===== src/rtl/ac97_dma_arbiter.sv =====
// Purpose: round-robin arbiter sharing one Wishbone classic master between the
//          AC'97 playback (read) and record (write) DMA channels, with a
//          watchdog that aborts cycles the slave never acknowledges.
// Latency: request to cyc/stb 1 cycle; ack/err pulse the cycle after the bus
//          cycle ends; 3+k cycles per word for a slave with k wait states.
// Backpressure: requests are level-held and sampled only while idle; a request
//          arriving mid-transfer simply waits for the next idle cycle.
// Ports:
//   sys_clk/sys_rst      clock, asynchronous active-high reset
//   r_req/r_adr          playback read request, r_ack/r_err/r_dat response
//   w_req/w_adr/w_dat    record write request, w_ack/w_err response
//   busy                 high while a transfer is in progress
//   wbm_*                Wishbone classic master port
module ac97_dma_arbiter #(
  parameter int unsigned TIMEOUT = 255
) (
  input  logic        sys_clk,
  input  logic        sys_rst,
  input  logic        r_req,
  input  logic [29:0] r_adr,
  output logic        r_ack,
  output logic        r_err,
  output logic [31:0] r_dat,
  input  logic        w_req,
  input  logic [29:0] w_adr,
  input  logic [31:0] w_dat,
  output logic        w_ack,
  output logic        w_err,
  output logic        busy,
  output logic [31:0] wbm_adr_o,
  output logic [2:0]  wbm_cti_o,
  output logic        wbm_we_o,
  output logic        wbm_cyc_o,
  output logic        wbm_stb_o,
  input  logic        wbm_ack_i,
  input  logic [31:0] wbm_dat_i,
  output logic [31:0] wbm_dat_o
);

  typedef enum logic [1:0] {
    S_IDLE = 2'd0,
    S_BUS  = 2'd1,
    S_DONE = 2'd2
  } state_t;

  localparam logic [7:0] TMO = 8'(TIMEOUT);

  state_t      state_q, state_d;
  logic        last_q, last_d;      // 1: write channel was served last
  logic [7:0]  cnt_q, cnt_d;
  logic [7:0]  cnt_inc;
  logic        expire;
  logic        grant_vld;
  logic        grant_w;
  logic        cyc_q, cyc_d;
  logic        we_q, we_d;
  logic [29:0] adr_q, adr_d;
  logic [31:0] wdat_q, wdat_d;
  logic [31:0] rdat_q, rdat_d;
  logic        r_ack_q, r_ack_d;
  logic        r_err_q, r_err_d;
  logic        w_ack_q, w_ack_d;
  logic        w_err_q, w_err_d;
  logic        busy_q, busy_d;

  // Write wins only when it is alone or when read was served last.
  assign grant_vld = r_req | w_req;
  assign grant_w   = w_req & (~r_req | ~last_q);

  // Saturating increment: the watchdog never wraps back to zero.
  assign cnt_inc = (cnt_q == TMO) ? cnt_q : cnt_q + 8'd1;
  assign expire  = (cnt_inc == TMO);

  // State register and all registered outputs.
  always_ff @(posedge sys_clk or posedge sys_rst) begin
    if (sys_rst) begin
      state_q <= S_IDLE;
      last_q  <= 1'b1;
      cnt_q   <= 8'd0;
      cyc_q   <= 1'b0;
      we_q    <= 1'b0;
      adr_q   <= 30'd0;
      wdat_q  <= 32'd0;
      rdat_q  <= 32'd0;
      r_ack_q <= 1'b0;
      r_err_q <= 1'b0;
      w_ack_q <= 1'b0;
      w_err_q <= 1'b0;
      busy_q  <= 1'b0;
    end else begin
      state_q <= state_d;
      last_q  <= last_d;
      cnt_q   <= cnt_d;
      cyc_q   <= cyc_d;
      we_q    <= we_d;
      adr_q   <= adr_d;
      wdat_q  <= wdat_d;
      rdat_q  <= rdat_d;
      r_ack_q <= r_ack_d;
      r_err_q <= r_err_d;
      w_ack_q <= w_ack_d;
      w_err_q <= w_err_d;
      busy_q  <= busy_d;
    end
  end

  // Next-state logic.
  always_comb begin
    state_d = state_q;
    case (state_q)
      S_IDLE:  if (grant_vld) state_d = S_BUS;
      S_BUS:   if (wbm_ack_i || expire) state_d = S_DONE;
      S_DONE:  state_d = S_IDLE;
      default: state_d = S_IDLE;
    endcase
  end

  // Next values of the registered outputs and datapath.
  always_comb begin
    last_d  = last_q;
    cnt_d   = cnt_q;
    cyc_d   = cyc_q;
    we_d    = we_q;
    adr_d   = adr_q;
    wdat_d  = wdat_q;
    rdat_d  = rdat_q;
    r_ack_d = 1'b0;
    r_err_d = 1'b0;
    w_ack_d = 1'b0;
    w_err_d = 1'b0;
    busy_d  = (state_d != S_IDLE);
    case (state_q)
      S_IDLE: begin
        if (grant_vld) begin
          we_d  = grant_w;
          adr_d = grant_w ? w_adr : r_adr;
          if (grant_w) wdat_d = w_dat;
          cyc_d = 1'b1;
          cnt_d = 8'd0;
        end
      end
      S_BUS: begin
        // Ack takes priority over a watchdog expiring in the same cycle.
        if (wbm_ack_i) begin
          cyc_d  = 1'b0;
          last_d = we_q;
          if (we_q) begin
            w_ack_d = 1'b1;
          end else begin
            r_ack_d = 1'b1;
            rdat_d  = wbm_dat_i;
          end
        end else begin
          cnt_d = cnt_inc;
          if (expire) begin
            cyc_d   = 1'b0;
            last_d  = we_q;
            w_err_d = we_q;
            r_err_d = ~we_q;
          end
        end
      end
      default: ;
    endcase
  end

  assign r_ack     = r_ack_q;
  assign r_err     = r_err_q;
  assign r_dat     = rdat_q;
  assign w_ack     = w_ack_q;
  assign w_err     = w_err_q;
  assign busy      = busy_q;
  assign wbm_adr_o = {adr_q, 2'b00};
  assign wbm_cti_o = 3'b000;
  assign wbm_we_o  = we_q;
  assign wbm_cyc_o = cyc_q;
  assign wbm_stb_o = cyc_q;
  assign wbm_dat_o = wdat_q;

endmodule


===== config.mk =====
export PLATFORM = sky130hd
export DESIGN_NAME = ac97_dma_arbiter
export DESIGN_NICKNAME = d
export VERILOG_FILES = /design/src/rtl/ac97_dma_arbiter.sv
export SDC_FILE = /design/constraint.sdc
export NUM_CORES = 1
export LEC_CHECK = 0
export BUFFER_PORTS_ARGS = -buffer_cell sky130_fd_sc_hd__buf_2
export CAP_MARGIN = 40
export CORE_MARGIN = 3
export CORE_UTILIZATION = 45
export CTS_BUF_LIST = sky130_fd_sc_hd__clkbuf_8
export DETAILED_ROUTE_END_ITERATION = 10
export PLACE_DENSITY = 0.84
export SYNTH_ARGS = -nofsm -noshare
export SYNTH_HDL_FRONTEND = slang
export SYNTH_SLANG_ARGS = --single-unit
export TNS_END_PERCENT = 1

===== constraint.sdc =====
create_clock -name sys_clk -period 3.7 [get_ports sys_clk]
set_input_delay 0.185 -clock sys_clk [delete_from_list [all_inputs] [get_ports sys_clk]]
set_output_delay 0.185 -clock sys_clk [all_outputs]
set_load 0.03 [all_outputs]

-- Word-level counts from Yosys, hierarchy flattened
Index checks and enable logic that the tools add are counted.
- register bits after elaboration: 112
- bits of input ports: 129
- output and inout port bits: 107
- word-level logic and storage cells: 63
- $add $sub $neg: 1
- eq/ne operators: 6
- muxes and demuxes: 26
- bitwise operators: 6
- reduce and logical (&&, ||, !) cells: 11
- operator list (cell ; number):
    two-way mux 30 bit ; 1
    two-way mux 8 bit ; 3
    two-way mux 1 bit ; 17
    equality test 8 bit (second input constant) ; 2
    case mux 8 bit (2 select lines) ; 1
    AND reduction 3 bit ; 4
    adder 8 x 1 -> 8 bit (second input constant) ; 1
    nonzero test 2 bit ; 3
    two-way mux 2 bit ; 2
    inequality test 2 bit (second input constant) ; 2
    case mux 2 bit (2 select lines) ; 1
    AND reduction 2 bit ; 2
    inequality test 3 bit (second input constant) ; 1
    NOT 1 bit ; 3
    equality test 2 x 1 -> 1 bit (second input constant) ; 1
    logical NOT 2 bit ; 1
    bitwise OR 1 bit ; 2
    case mux 1 bit (2 select lines) ; 1
    AND 1 bit ; 1
    logical OR 1 bit ; 1

-- Longest topological paths before layout
- depth after elaboration: 7
- depth in mapped cells: 6

-- Worst setup path after synthesis
OpenSTA, ideal clock, no wires.
- path kind: register to register
- start point: register cnt_q[0]
- end point: register r_err_q (netlist: r_err)
- library setup time: 0.081 ns
- arrival time: 1.788 ns
- required time: 3.619 ns
- setup slack: 1.831 ns
- cell stages (with the launch flop): 7
- clock period less this slack: 1.869 ns
- cells stage by stage: dfrtp_1 -> ha_1 -> nand3_1 -> a211o_1 -> a2111oi_4 -> and3_4 -> nor3b_2
- longest elaborated chain between the ends: 6
- RTL lines (element ; RTL line ; text):
    start, declared ; 50 ; logic [7:0] cnt_q, cnt_d;
    start signal, assigned ; 93 ; cnt_q <= cnt_d;
    adder 8 x 1 -> 8 bit or equality test 8 bit (tied branches) ; 71 ; assign cnt_inc = (cnt_q == TMO) ? cnt_q : cnt_q + 8'd1;
    two-way mux 8 bit * ; 71 ;
    equality test 8 bit * ; 72 ; assign expire = (cnt_inc == TMO);
    two-way mux 1 bit * ; 155 ; if (expire) begin
    two-way mux 1 bit * ; 144 ; if (wbm_ack_i) begin
    two-way mux 1 bit * ; 132 ; case (state_q)
    via r_err_d ; 61 ; logic r_err_q, r_err_d;
    end signal, assigned ; 100 ; r_err_q <= r_err_d;
    end, declared ; 61 ;
Mark *: on every way through the listed nets, which the timed path passes. The rest lies on a longest branch.
A chain may end at the register's enable or synchronous reset.

-- Final worst setup path
Ends and elaborated chain as after synthesis.

==> results.toml <==
[synth]
yosys_warnings = 0
synth_area_leaders = "dfrtp_1 (59%), mux2_2 (16%), mux2i_1 (6.8%), o21ai_0 (3.6%), nand2_1 (3.1%)"
synth_xor_xnor_area_share_pct = 0
synth_area_um2 = 4710
netlist.area_leader.share_pct = 59.0
ys_seq_elements = 112
synthArstFlopShare_pct = 100
synth_fa_ha_area_share_pct = 0.266
yosys.area.top_type = "dfrtp_1"
synth_compound_area_share_pct = 7.70
synth-simple-area-share_pct = 7.14
seq_area_frac_synth_pct = 59.5
synth.mux.area_fraction_pct = 22.3
ys.flop_type = "dfrtp_1"
synth_top_family_by_area = "multiplexers"
syn_avg_cell_area_um2 = 12.9
synth-edff-count = 0
yosysUniqueCellTypes = 41
syn_inst = 366

[cells_and_area]
drive_above_1_share_pct = 54.7
nets = 723
finish.utilization_pct = 62.6
syn_to_final_growth_pct = 32.3
final_area_um2 = 6230
antenna_cells = 0
instances_no_fill = 731

[place]
placed_cell_area_um2 = 6000
dp_cells = 714
numPortBuffers = 230
gp_congestion = 0.898
hpwl_mm = 8.68

[die]
initial_core_util_pct = 47.3
core_um2 = 9950
dieArea_um2 = 11700
ios = 236
die_h_um = 108
row_count = 36
die_x_um = 108

[timing]
worst-slew-pin-transition_ns = 0.520
hold_violations = 0
fmax_mhz = 480
clock_skew_ns = 0.0130
finalCritPeriodShare_pct = 56.3
min_period_ns = 2.08
finalSetupViolations = 0
max-slew-margin-rel_pct = 65.2
report.final.slew_viol_count = 0
setup_tns_ns = 0
rsz0062_at_grt = "false"

[global_route]
grt_pass1_wl_mm = 17.2
antenna_found_initial = 0
grt-ovfl-total = 0
grt_usage_pct = 18.8
grt_pass1_vias = 3583
grt_max_degree = 61

[critical_path]
cp_max_fo = 7
cp_slowest_cell = "dfrtp_1"
path_depth = 6
path_buf_inv = 0
cp_cell_sequence = "ha_1 > nand3_1 > a211o_1 > a2111oi_4 > and3_4 > nor3b_2"
cp_data_arrival_time_ns = 2.37
start_kind = "register"
rr_worst_depth = 6
critPathCaptureType = "register"
r2r_start = "cnt_q[0]"
crit_required_ns = 3.99
ff2ff_setup_slack_ns = 1.62
r2r-end = "r_err"
max_stage_delay_ns = 0.47
critical_path_class = "register to register"
crit_family = "compound AO/OA/AOI/OAI gates"

[hold_path]
min_to = "wbm_dat_o[10]"
holdCritStartpoint = "w_dat[10]"
hp-class = "input pin to register"
min_path_cells = 2

[clock_tree]
cts_htree_levels = 3
clock-sinks = 112
cts_tree = "built"
root_buffer = "clkbuf_8"
max-clock-path-buffers = 2
cts_resized = 0
cts_made_buffers = 9
clkLatencyLatePin_ns = 0.37
cts_setup_buffers = 0
clk_pin_slew_ns = 0.12
hold_buffers = 1

[outcome]
outcome = "complete, no violations"

[drt]
viasPerCell = 5.00
first_iter_violations = 143
drt_wl_total_mm = 11.2
num_vias = 3652
ant_nets = 0
drc_errors = 0
wl_per_cell_um = 15.4
drt-pass1-iter-count = 4

[job]
cap_violations = 0

[pwr]
finalPower_mw = 5.69
p_per_area_nw_per_um2 = 913
ir_worst_vdd_mv = 0.452
p_leak_nw = 3.15
==> worst max path at each step <==
stage              from        to  slack (ns)
2_1_floorplan   sys_rst  adr_q[0]        0.56
3_3_place_gp   cnt_q[0]     r_err        1.75
3_5_place_dp   cnt_q[0]     r_err        1.67
4_1_cts        cnt_q[0]     r_err        1.64
5_1_grt        cnt_q[0]     r_err        1.48
6_report       cnt_q[0]     r_err        1.62
==> routing by layer <==
layer	vias to the layer above	part of all wire, %	wire, um	GRT usage (%)
met2	164	51	5770	33.2
met3	15	7.8	873	4.36
li1	1743	-	-	-
met4	0	1.5	165	6.67
met1	1730	39	4430	22.5
met5	-	0	0	0
==> worst register-to-register path, cell delays in order (launching register included) <==
cell	delay, ns
dfrtp_1	0.47
ha_1	0.32
nand3_1	0.11
a211o_1	0.34
a2111oi_4	0.35
and3_4	0.26
nor3b_2	0.17
==> kinds of logic after synthesis <==
logic type / count (synthesis)
AO/OA/AOI/OAI: 58
adder cells (fa/ha/maj): 1
buffers and inverters: 27
flip-flops: 112
multiplexers: 97
other: 1
AND/OR/NAND/NOR: 70
==> placed cells by master (no fill, tap or decap), drive strengths merged, types with 2 or more instances in the layout <==
master  instances
a211oi          3
a21oi           5
a311oi          2
a31oi           4
a41o            2
and3            7
buf           236
clkbuf          9
clkinv          2
conb            5
dfrtp         111
inv             6
mux2           65
mux2i          32
nand2          39
nand2b          2
nand3           6
nand4           3
nor2            7
o21a            2
o21ai          35
==> per-stage QoR <==
step / setup WS (ns) / hold slack, ns
global route: 1.48 / 0.00431
floorplan: 0.558 / 0.314
detailed placement: 1.67 / 0.256
finish: 1.62 / 0.0293
CTS: 1.64 / 0.00915
global placement: 1.75 / 0.417
==> layout make-up <==
| class | instances | area [um^2] |
|---|---|---|
| fill | 830 | 3720 |
| sequential | 112 | 2800 |
| multi-input combinational | 231 | 1810 |
| timing repair buffer | 237 | 1230 |
| tap | 133 | 166 |
| clock buffer | 9 | 124 |
| clock inverter | 7 | 95.1 |
| inverter | 2 | 10.0 |
==> where the power goes <==
group          internal, mW  switching, mW  leakage (nW)
logic                 0.954           1.86          1.68
registers              1.79          0.303          1.36
clock network         0.335          0.451         0.111
total                  3.08           2.61          3.15
==> sequential cells by signal, indices dropped and copies added, names as in the netlist <==
register and count:
wbm_cyc_o 1, busy 1, wbm_we_o 1, r_ack 1, w_ack 1, cnt_q 8, state_q 2, last_q 1
r_err 1, wbm_dat_o 32, adr_q 30, w_err 1, r_dat 32
==> Yosys cell counts, types with 2 or more instances <==
master and n:
clkbuf_1 6, mux2_2 65, nand2b_1 2, o21ai_0 34, a211oi_1 3, a21oi_1 5, and3_1 5, buf_4 7
buf_2 8, buf_1 3, nand3_1 5, nor2_1 6, dfrtp_1 111, nand2_1 39, o21a_1 2, mux2i_1 32
a311oi_1 2, a41o_1 2, a31oi_1 4, nand4_1 3, inv_1 2
No activity file was read; power rests on OpenSTA's default activity.
